[src/rtl/gpo_pkg.sv]
// ---------------------------------------------------------------------------
// gpo_pkg : register addresses, register enum and constants for gpo_ctrl
// Revision: 1.0
// ---------------------------------------------------------------------------
`default_nettype none

package gpo_pkg;

  localparam logic [2:0] GPO_A_DATA  = 3'd0;
  localparam logic [2:0] GPO_A_SET   = 3'd1;
  localparam logic [2:0] GPO_A_CLR   = 3'd2;
  localparam logic [2:0] GPO_A_TGL   = 3'd3;
  localparam logic [2:0] GPO_A_PULSE = 3'd4;
  localparam logic [2:0] GPO_A_PLEN  = 3'd5;
  localparam logic [2:0] GPO_A_BEN   = 3'd6;
  localparam logic [2:0] GPO_A_BDIV  = 3'd7;

  localparam int BLINK_DW = 24;

  typedef enum logic [2:0] {
    REG_DATA  = GPO_A_DATA,
    REG_SET   = GPO_A_SET,
    REG_CLR   = GPO_A_CLR,
    REG_TGL   = GPO_A_TGL,
    REG_PULSE = GPO_A_PULSE,
    REG_PLEN  = GPO_A_PLEN,
    REG_BEN   = GPO_A_BEN,
    REG_BDIV  = GPO_A_BDIV
  } gpo_reg_e;

endpackage

`default_nettype wire

[src/rtl/gpo_pulse_timer.sv]
// ---------------------------------------------------------------------------
// gpo_pulse_timer : one-shot pulse mask held high for a loaded cycle count
// Revision: 1.0
// ---------------------------------------------------------------------------
`default_nettype none

module gpo_pulse_timer #(
  parameter int W  = 8,
  parameter int PW = 16
) (
  input  logic          clk,
  input  logic          reset_n,
  input  logic          start,
  input  logic [W-1:0]  mask,
  input  logic [PW-1:0] len,
  output logic [W-1:0]  pulse_mask,
  output logic          busy
);

  logic [W-1:0]  mask_q, mask_d;
  logic [PW-1:0] cnt_q, cnt_d;

  always_comb begin
    mask_d = mask_q;
    cnt_d  = cnt_q;
    // A zero length or empty mask leaves any running pulse untouched
    if (start && (len != '0) && (mask != '0)) begin
      mask_d = mask;
      cnt_d  = len;
    end else if (cnt_q != '0) begin
      cnt_d = cnt_q - PW'(1);
      if (cnt_q == PW'(1)) begin
        mask_d = '0;
      end
    end
  end

  always_ff @(posedge clk) begin
    if (!reset_n) begin
      mask_q <= '0;
      cnt_q  <= '0;
    end else begin
      mask_q <= mask_d;
      cnt_q  <= cnt_d;
    end
  end

  assign pulse_mask = mask_q;
  assign busy       = (cnt_q != '0);

endmodule

`default_nettype wire

[src/rtl/gpo_ctrl.sv]
// ---------------------------------------------------------------------------
// gpo_ctrl : GPO register with SET/CLR/TGL, one-shot pulses, optional blink
// Optional feature: GPO_BLINK_EN adds BLINK_EN/BLINK_DIV. Revision: 1.0
// ---------------------------------------------------------------------------
`default_nettype none

module gpo_ctrl
  import gpo_pkg::*;
#(
  parameter int W  = 8,
  parameter int PW = 16
) (
  input  logic         clk,
  input  logic         reset_n,
  input  logic         cs,
  input  logic         write,
  input  logic         read,
  input  logic [4:0]   addr,
  input  logic [31:0]  wr_data,
  output logic [31:0]  rd_data,
  output logic [W-1:0] dout
);

  logic          wr_en;
  logic          addr_ok;
  gpo_reg_e      reg_sel;
  logic [W-1:0]  wdat;
  logic [W-1:0]  data_q, data_d;
  logic [PW-1:0] plen_q, plen_d;
  logic          pulse_start;
  logic [W-1:0]  pulse_mask;
  logic          pulse_busy;

  assign wr_en   = cs & write;
  assign addr_ok = (addr[4:3] == 2'b00);
  assign reg_sel = gpo_reg_e'(addr[2:0]);
  assign wdat    = wr_data[W-1:0];

  always_comb begin
    data_d = data_q;
    plen_d = plen_q;
    if (wr_en && addr_ok) begin
      case (reg_sel)
        REG_DATA: data_d = wdat;
        REG_SET:  data_d = data_q | wdat;
        REG_CLR:  data_d = data_q & ~wdat;
        REG_TGL:  data_d = data_q ^ wdat;
        REG_PLEN: plen_d = wr_data[PW-1:0];
        default:  ;
      endcase
    end
  end

  always_ff @(posedge clk) begin
    if (!reset_n) begin
      data_q <= '0;
      plen_q <= '0;
    end else begin
      data_q <= data_d;
      plen_q <= plen_d;
    end
  end

  assign pulse_start = wr_en && addr_ok && (reg_sel == REG_PULSE);

  gpo_pulse_timer #(
    .W  (W),
    .PW (PW)
  ) u_pulse (
    .clk        (clk),
    .reset_n    (reset_n),
    .start      (pulse_start),
    .mask       (wdat),
    .len        (plen_q),
    .pulse_mask (pulse_mask),
    .busy       (pulse_busy)
  );

`ifdef GPO_BLINK_EN
  logic [W-1:0]        ben_q, ben_d;
  logic [BLINK_DW-1:0] bdiv_q, bdiv_d;
  logic [BLINK_DW-1:0] presc_q, presc_d;
  logic                phase_q, phase_d;

  always_comb begin
    ben_d   = ben_q;
    bdiv_d  = bdiv_q;
    presc_d = presc_q + BLINK_DW'(1);
    phase_d = phase_q;
    if (presc_q == bdiv_q) begin
      presc_d = '0;
      phase_d = ~phase_q;
    end
    if (wr_en && addr_ok && (reg_sel == REG_BEN)) begin
      ben_d = wdat;
    end
    // Reprogramming the divider restarts the blink from a known phase
    if (wr_en && addr_ok && (reg_sel == REG_BDIV)) begin
      bdiv_d  = wr_data[BLINK_DW-1:0];
      presc_d = '0;
      phase_d = 1'b0;
    end
  end

  always_ff @(posedge clk) begin
    if (!reset_n) begin
      ben_q   <= '0;
      bdiv_q  <= '0;
      presc_q <= '0;
      phase_q <= 1'b0;
    end else begin
      ben_q   <= ben_d;
      bdiv_q  <= bdiv_d;
      presc_q <= presc_d;
      phase_q <= phase_d;
    end
  end

  assign dout = (data_q & ~ben_q) | (data_q & ben_q & {W{phase_q}}) | pulse_mask;
`else
  assign dout = data_q | pulse_mask;
`endif

  always_comb begin
    rd_data = '0;
    if (addr_ok) begin
      case (reg_sel)
        REG_DATA, REG_SET, REG_CLR, REG_TGL: rd_data[W-1:0] = data_q;
        REG_PULSE: rd_data[W-1:0]  = pulse_mask;
        REG_PLEN:  rd_data[PW-1:0] = plen_q;
`ifdef GPO_BLINK_EN
        REG_BEN:   rd_data[W-1:0]        = ben_q;
        REG_BDIV:  rd_data[BLINK_DW-1:0] = bdiv_q;
`endif
        default:   ;
      endcase
    end
  end

  logic unused_ok;
  assign unused_ok = ^{read, wr_data, pulse_busy};

endmodule

`default_nettype wire

[config.mk]
export PLATFORM = sky130hd
export DESIGN_NAME = gpo_ctrl
export DESIGN_NICKNAME = d
export VERILOG_FILES = /design/src/rtl/gpo_pkg.sv /design/src/rtl/gpo_pulse_timer.sv /design/src/rtl/gpo_ctrl.sv
export SDC_FILE = /design/constraint.sdc
export NUM_CORES = 1
export LEC_CHECK = 0
export ABC_AREA = 1
export BUFFER_PORTS_ARGS = -buffer_cell sky130_fd_sc_hd__buf_4
export CAP_MARGIN = 25
export CORE_UTILIZATION = 45
export DETAILED_ROUTE_END_ITERATION = 6
export GPL_TIMING_DRIVEN = 0
export PLACE_DENSITY = 0.75
export SLEW_MARGIN = 15
export SYNTH_ARGS = -nofsm -noshare
export SYNTH_HDL_FRONTEND = slang
export SYNTH_SLANG_ARGS = --single-unit
[constraint.sdc]
create_clock -name clk -period 2.7 [get_ports clk]
set_clock_uncertainty 0.1 [all_clocks]
set_input_delay 0.675 -clock clk [delete_from_list [all_inputs] [get_ports clk]]
set_output_delay 0.675 -clock clk [all_outputs]
set_load 0.01 [all_outputs]
=== After elaboration in Yosys (flattened, before gate mapping) ===
Index checks and enable logic that the tools add are counted.

* Register bits: 48
* Bits of input ports: 42
* Output and inout bits: 40
* Word-level logic and storage cells: 42

* Add/sub/neg operators: 1
* Equality and inequality tests: 6
* Mux-type cells: 9
* Bitwise gates (word level): 6
* Reduce and logical (&&, ||, !) cells: 16

{| class="wikitable"
|+ Operators by type and width
! kind !! number
|-
| 16-bit 2-to-1 mux || 3
|-
| 8-bit 2-to-1 mux || 4
|-
| 8-bit case mux with 4 select lines || 1
|-
| 16-bit nonzero test || 2
|-
| 8-bit case mux with 3 select lines || 1
|-
| 16-bit by 1-bit equality test with 1-bit output (second input constant) || 1
|-
| 8-bit OR || 2
|-
| 16-bit by 1-bit subtractor with 16-bit output (second input constant) || 1
|-
| 8-bit bitwise AND || 1
|-
| 8-bit inverter || 1
|-
| 8-bit nonzero test || 1
|-
| 8-bit bitwise XOR || 1
|-
| 3-bit by 2-bit equality test with 1-bit output (second input constant) || 2
|-
| 3-bit equality test (second input constant) || 2
|-
| 2-bit AND reduction || 3
|-
| 1-bit logical AND || 4
|-
| 2-bit nonzero test || 2
|-
| 4-bit nonzero test || 1
|-
| 4-bit OR reduction || 1
|-
| 3-bit by 1-bit equality test with 1-bit output (second input constant) || 1
|-
| 3-bit zero test || 1
|-
| 2-bit zero test || 1
|-
| 1-bit bitwise AND || 1
|}

=== Logic depth before layout (Yosys ltp) ===
* Word-level depth: 7
* Depth in mapped cells: 10
* Mapped depth without buffers: 10

=== Hierarchy ===
Synthesis repeated with hierarchy kept, for this count alone.

* Cell total of the unflattened synthesis: 510
* Area, all modules: 3458.3 um2

{| class="wikitable"
|+ By module, submodules not included
! module !! instances !! cells each !! area an instance (um2) !! sequential area each (um2)
|-
| gpo_ctrl || 1 || 286 || 1944.4 || 480.5
|-
| gpo_pulse_timer || 1 || 224 || 1514.0 || 480.5
|}

=== Least setup slack after synthesis ===
Ideal clock, no wire load.

* Path type: input to output
* From: input port addr[3]
* To: output port rd_data[13]
* Arrival time: 1.412 ns
* Required time: 1.925 ns
* Setup slack: 0.513 ns
* Stages on the path: 6
* Buffers on the path: 1
* Cells stage by stage: inv_1 nand2_1 inv_1 clkbuf_1 nand2_1 nor2_1

* Longest elaborated chain between the ends: 2

{| class="wikitable"
|+ RTL lines
! item !! RTL line !! text
|-
| start: declaration || gpo_ctrl.sv:18 || <nowiki>input logic [4:0] addr,</nowiki>
|-
| 2-bit zero test || gpo_ctrl.sv:35 || <nowiki>assign addr_ok = (addr[4:3] == 2'b00);</nowiki>
|-
| 16-bit 2-to-1 mux || gpo_ctrl.sv:126 || <nowiki>if (addr_ok) begin</nowiki>
|-
| end: declaration || gpo_ctrl.sv:20 || <nowiki>output logic [31:0] rd_data,</nowiki>
|}

No other way between the ends.

=== Final worst setup path ===
* From: input port addr[1]
* To: output port rd_data[2]

* Longest elaborated chain between the ends: 4
* Elaborated cells between the ends (all ways): 9
* Those cells by class: 5 x eq/ne; 2 x mux; 2 x reduce/logical

{| class="wikitable"
|+ RTL lines
! item !! RTL line !! text
|-
| 3-bit by 1-bit equality test with 1-bit output (tied with other cells) || gpo_ctrl.sv:127 || <nowiki>case (reg_sel)</nowiki>
|-
| 4-bit OR reduction || gpo_ctrl.sv:127 ||
|-
| 8-bit case mux with 3 select lines (*) || gpo_ctrl.sv:127 ||
|-
| 16-bit 2-to-1 mux (*) || gpo_ctrl.sv:126 ||
|}

Mark *: on every way between the ends. The rest lies on a longest branch, timed or not.

==> results_dict.tcl <==
set metrics [dict create \
    status "completed" \
    cts_htree_levels 2 \
    timing_max_transition_violations_final 0 \
    die_h_um 85.97 \
    gr-usage-met1_pct 30.42 \
    grt_pass1_vias 3065 \
    slowest_delay_ns 0.38 \
    internal_power_uw 1432 \
    clockBufferDepth 2 \
    areaGrowthSynthToFinish_pct 19.95 \
    synth-seq-cells 48 \
    min_period_over_period_pct 94.62 \
    tns_ns 0 \
    wl_per_cell_um 12.72 \
    drc_errors 0 \
    final-setup-viol-count 0 \
    clock_latency_ns 0.31 \
    p_leak_uw 0.001855 \
    firstDrtPassIters 5 \
    grt_use_met3_pct 5.390 \
    combinationalPowerShare_pct 40.8 \
    relSlewSlack_pct 33.05 \
    root_buffer "clkbuf_8" \
    antenna_found_initial 0 \
    grt-ovfl-total 0 \
    period_minus_slack_ns 2.555 \
    cp.required_ns 1.92 \
    rows 30 \
    holdBufCountCts 0 \
    syn_area_per_cell_um2 6.502 \
    fin_nets 616 \
    ys_warn_count 0 \
    fin_area_mm2 0.003806 \
    drt_iter0_drc 263 \
    n_fill_cell 661 \
    die_w_um 85.97 \
    grtUsageMet2_pct 37.88 \
    clk_pin_slew_ns 0.09 \
    io_buffers 47 \
    diodes 0 \
    tightest_slew_ns 0.9965 \
    hold_class "flip-flop to flip-flop" \
    synthCells 488 \
    core-area_mm2 0.006794 \
    cts.sinks 48 \
    yosysUniqueCellTypes 31 \
    drv_cap 0 \
    ant_nets 0 \
    via_per_inst 5.026 \
    top_usage_layer "met2" \
    startpoint_type "input pin" \
    path_buf_inv 5 \
    num_io_pins 82 \
    cts_inserted_buffers 5 \
    grt_max_degree 15 \
    cp.arrival_ns 1.78 \
    holdWs_ns 0.3873 \
    power_frac_seq_pct 36.6 \
    via_count 3282 \
    grt_usage_pct 23.68 \
    path_max_fanout 10 \
    cts_tree "yes" \
    die_area_mm2 0.007391 \
    critical_path.cell_chain "buf_4 > inv_1 > nand3_1 > clkbuf_1 > o221ai_1 > nand2_1 > inv_1 > buf_4" \
    post_dp_cell_area_mm2 0.003702 \
    finalPower_uw 2337 \
    path_delay_family "buffers and inverters" \
    cpMaxStageDelayCell "clkbuf_1" \
    switching_share_pct 38.72 \
    ctsResizeCount 0 \
    start_util_pct 46.70 \
    ir_drop_v 0.0002930 \
    synth_seq_area_share_pct 30.28 \
    rsz0062_at_grt "no" \
    drive_gt1_share_pct 17.06 \
    worstSetupPathType "input pin to output pin" \
    gp_congestion 0.8610 \
    hold_viol 0 \
    postCtsSetupBuffers 0 \
    netlist_area_mm2 0.003173 \
    power_frac_clock_pct 22.5 \
    grt_pass1_wl_mm 13.91 \
    wl_mm 8.304 \
    place_hpwl_mm 6.404 \
    power_switching_uw 905.0 \
    p_per_area_mw_per_mm2 614.1 \
    end_kind "output pin" \
    fmax_ghz 0.3914 \
]
-- Yosys cell counts --
cell       count  area share [%]
a21oi_1       46             7.3
a22oi_1        1            0.24
and2_1         1            0.20
buf_2          5            0.79
buf_4         16             3.8
buf_6          2            0.71
clkbuf_1      10             1.2
conb_1         1            0.12
dfxtp_1       48              30
ha_1          18             7.1
inv_1         50             5.9
inv_2          3            0.35
nand2_1      127              15
nand2_2        2            0.39
nand2_4        1            0.35
nand3_1       40             6.3
nand3b_1       3            0.71
nand4_1        1            0.20
nand4_2        1            0.39
nor2_1        59             7.0
nor2_2         1            0.20
nor2_4         1            0.35
nor2_8         1            0.63
nor3_1         4            0.63
o2111ai_1      7             1.9
o211ai_1       7             1.7
o21ai_0       16             2.5
o221ai_1       2            0.55
or2_2          8             1.6
xnor2_1        1            0.28
xor2_1         5             1.4
-- per-layer routing --
metal,wire (um),up-vias
li1,-,1674
met2,3786,118
met1,3846,1475
met5,0,-
met3,516,15
met4,154,0
-- final timing paths --
check / startpoint / to / slack (ns) / cells past startpoint
worst min register to register: plen_q[2]$_SDFFE_PN0P_ / u_pulse.cnt_q[2]$_SDFFE_PN0P_ / 0.39 / 2
worst max-delay path: addr[1] / rd_data[2] / 0.15 / 8
worst max register to register: u_pulse.cnt_q[0]$_SDFFE_PN0P_ / u_pulse.cnt_q[15]$_SDFFE_PN0P_ / 0.70 / 8
worst min-delay path: plen_q[2]$_SDFFE_PN0P_ / u_pulse.cnt_q[2]$_SDFFE_PN0P_ / 0.39 / 2
-- tightest hold or removal path, stage by stage (launching register included) --
cell and delay, ns:
dfxtp_1 0.32, nand2_1 0.07, a21oi_1 0.06
-- cell families (layout without fill, tap and decap cells) --
kind of cell	Yosys count	after routing	synth area share [%]
AO/OA/AOI/OAI	79	79	14.16
other	1	16	0.1182
buffers and inverters	86	140	12.74
flip-flops	48	48	30.28
XOR/XNOR	6	6	1.656
adder cells (fa/ha/maj)	18	18	7.098
AND/OR/NAND/NOR	250	250	33.95
-- registers in the layout, indices dropped and copies added, names as in the netlist --
name and flops:
data_q 8, plen_q 16, u_pulse.cnt_q 16, u_pulse.pulse_mask 8
-- metrics by stage --
step | util (%) | instances | setup WS, ns
after global placement | 54.49 | 646 | 0.06546
final | 56.02 | 653 | 0.1453
after detailed placement | 54.49 | 646 | 0.05487
after floorplan | - | 503 | 0.5129
after global routing | 56.02 | 653 | 0.03610
after CTS | 56.08 | 654 | 0.05594
-- power groups by stage --
stage,combinational [uW],clock (uW),sequential [uW]
2_1_floorplan,755,0,854
3_3_place_gp,920,0,867
4_1_cts,943,532,853
5_1_grt,1090,566,866
3_5_place_dp,938,0,868
6_report,955,527,856
-- area by class of cell --
| type | instances | area [um^2] | share of cell area, % |
|---|---|---|---|
| sequential | 48 | 960.9 | 25.25 |
| clock inverter | 2 | 35.03 | 0.9204 |
| tap | 96 | 120.1 | 3.156 |
| timing repair buffer | 47 | 352.8 | 9.270 |
| inverter | 53 | 198.9 | 5.227 |
| clock buffer | 6 | 72.57 | 1.907 |
| multi-input combinational | 369 | 1864 | 48.98 |
| buffer | 32 | 201.4 | 5.293 |
-- layout by cell type (no fill, tap or decap), types with 2 or more instances in the layout --
cell,Yosys,layout
nand2_1,127,127
buf_4,16,63
nor2_1,59,59
inv_1,50,50
dfxtp_1,48,48
a21oi_1,46,46
nand3_1,40,40
ha_1,18,18
o21ai_0,16,16
conb_1,1,16
clkbuf_1,10,10
or2_2,8,8
o211ai_1,7,7
o2111ai_1,7,7
buf_2,5,5
xor2_1,5,5
clkbuf_8,0,5
nor3_1,4,4
inv_2,3,3
nand3b_1,3,3
nand2_2,2,2
o221ai_1,2,2
buf_6,2,2
Power figures use the tool's default switching activity.
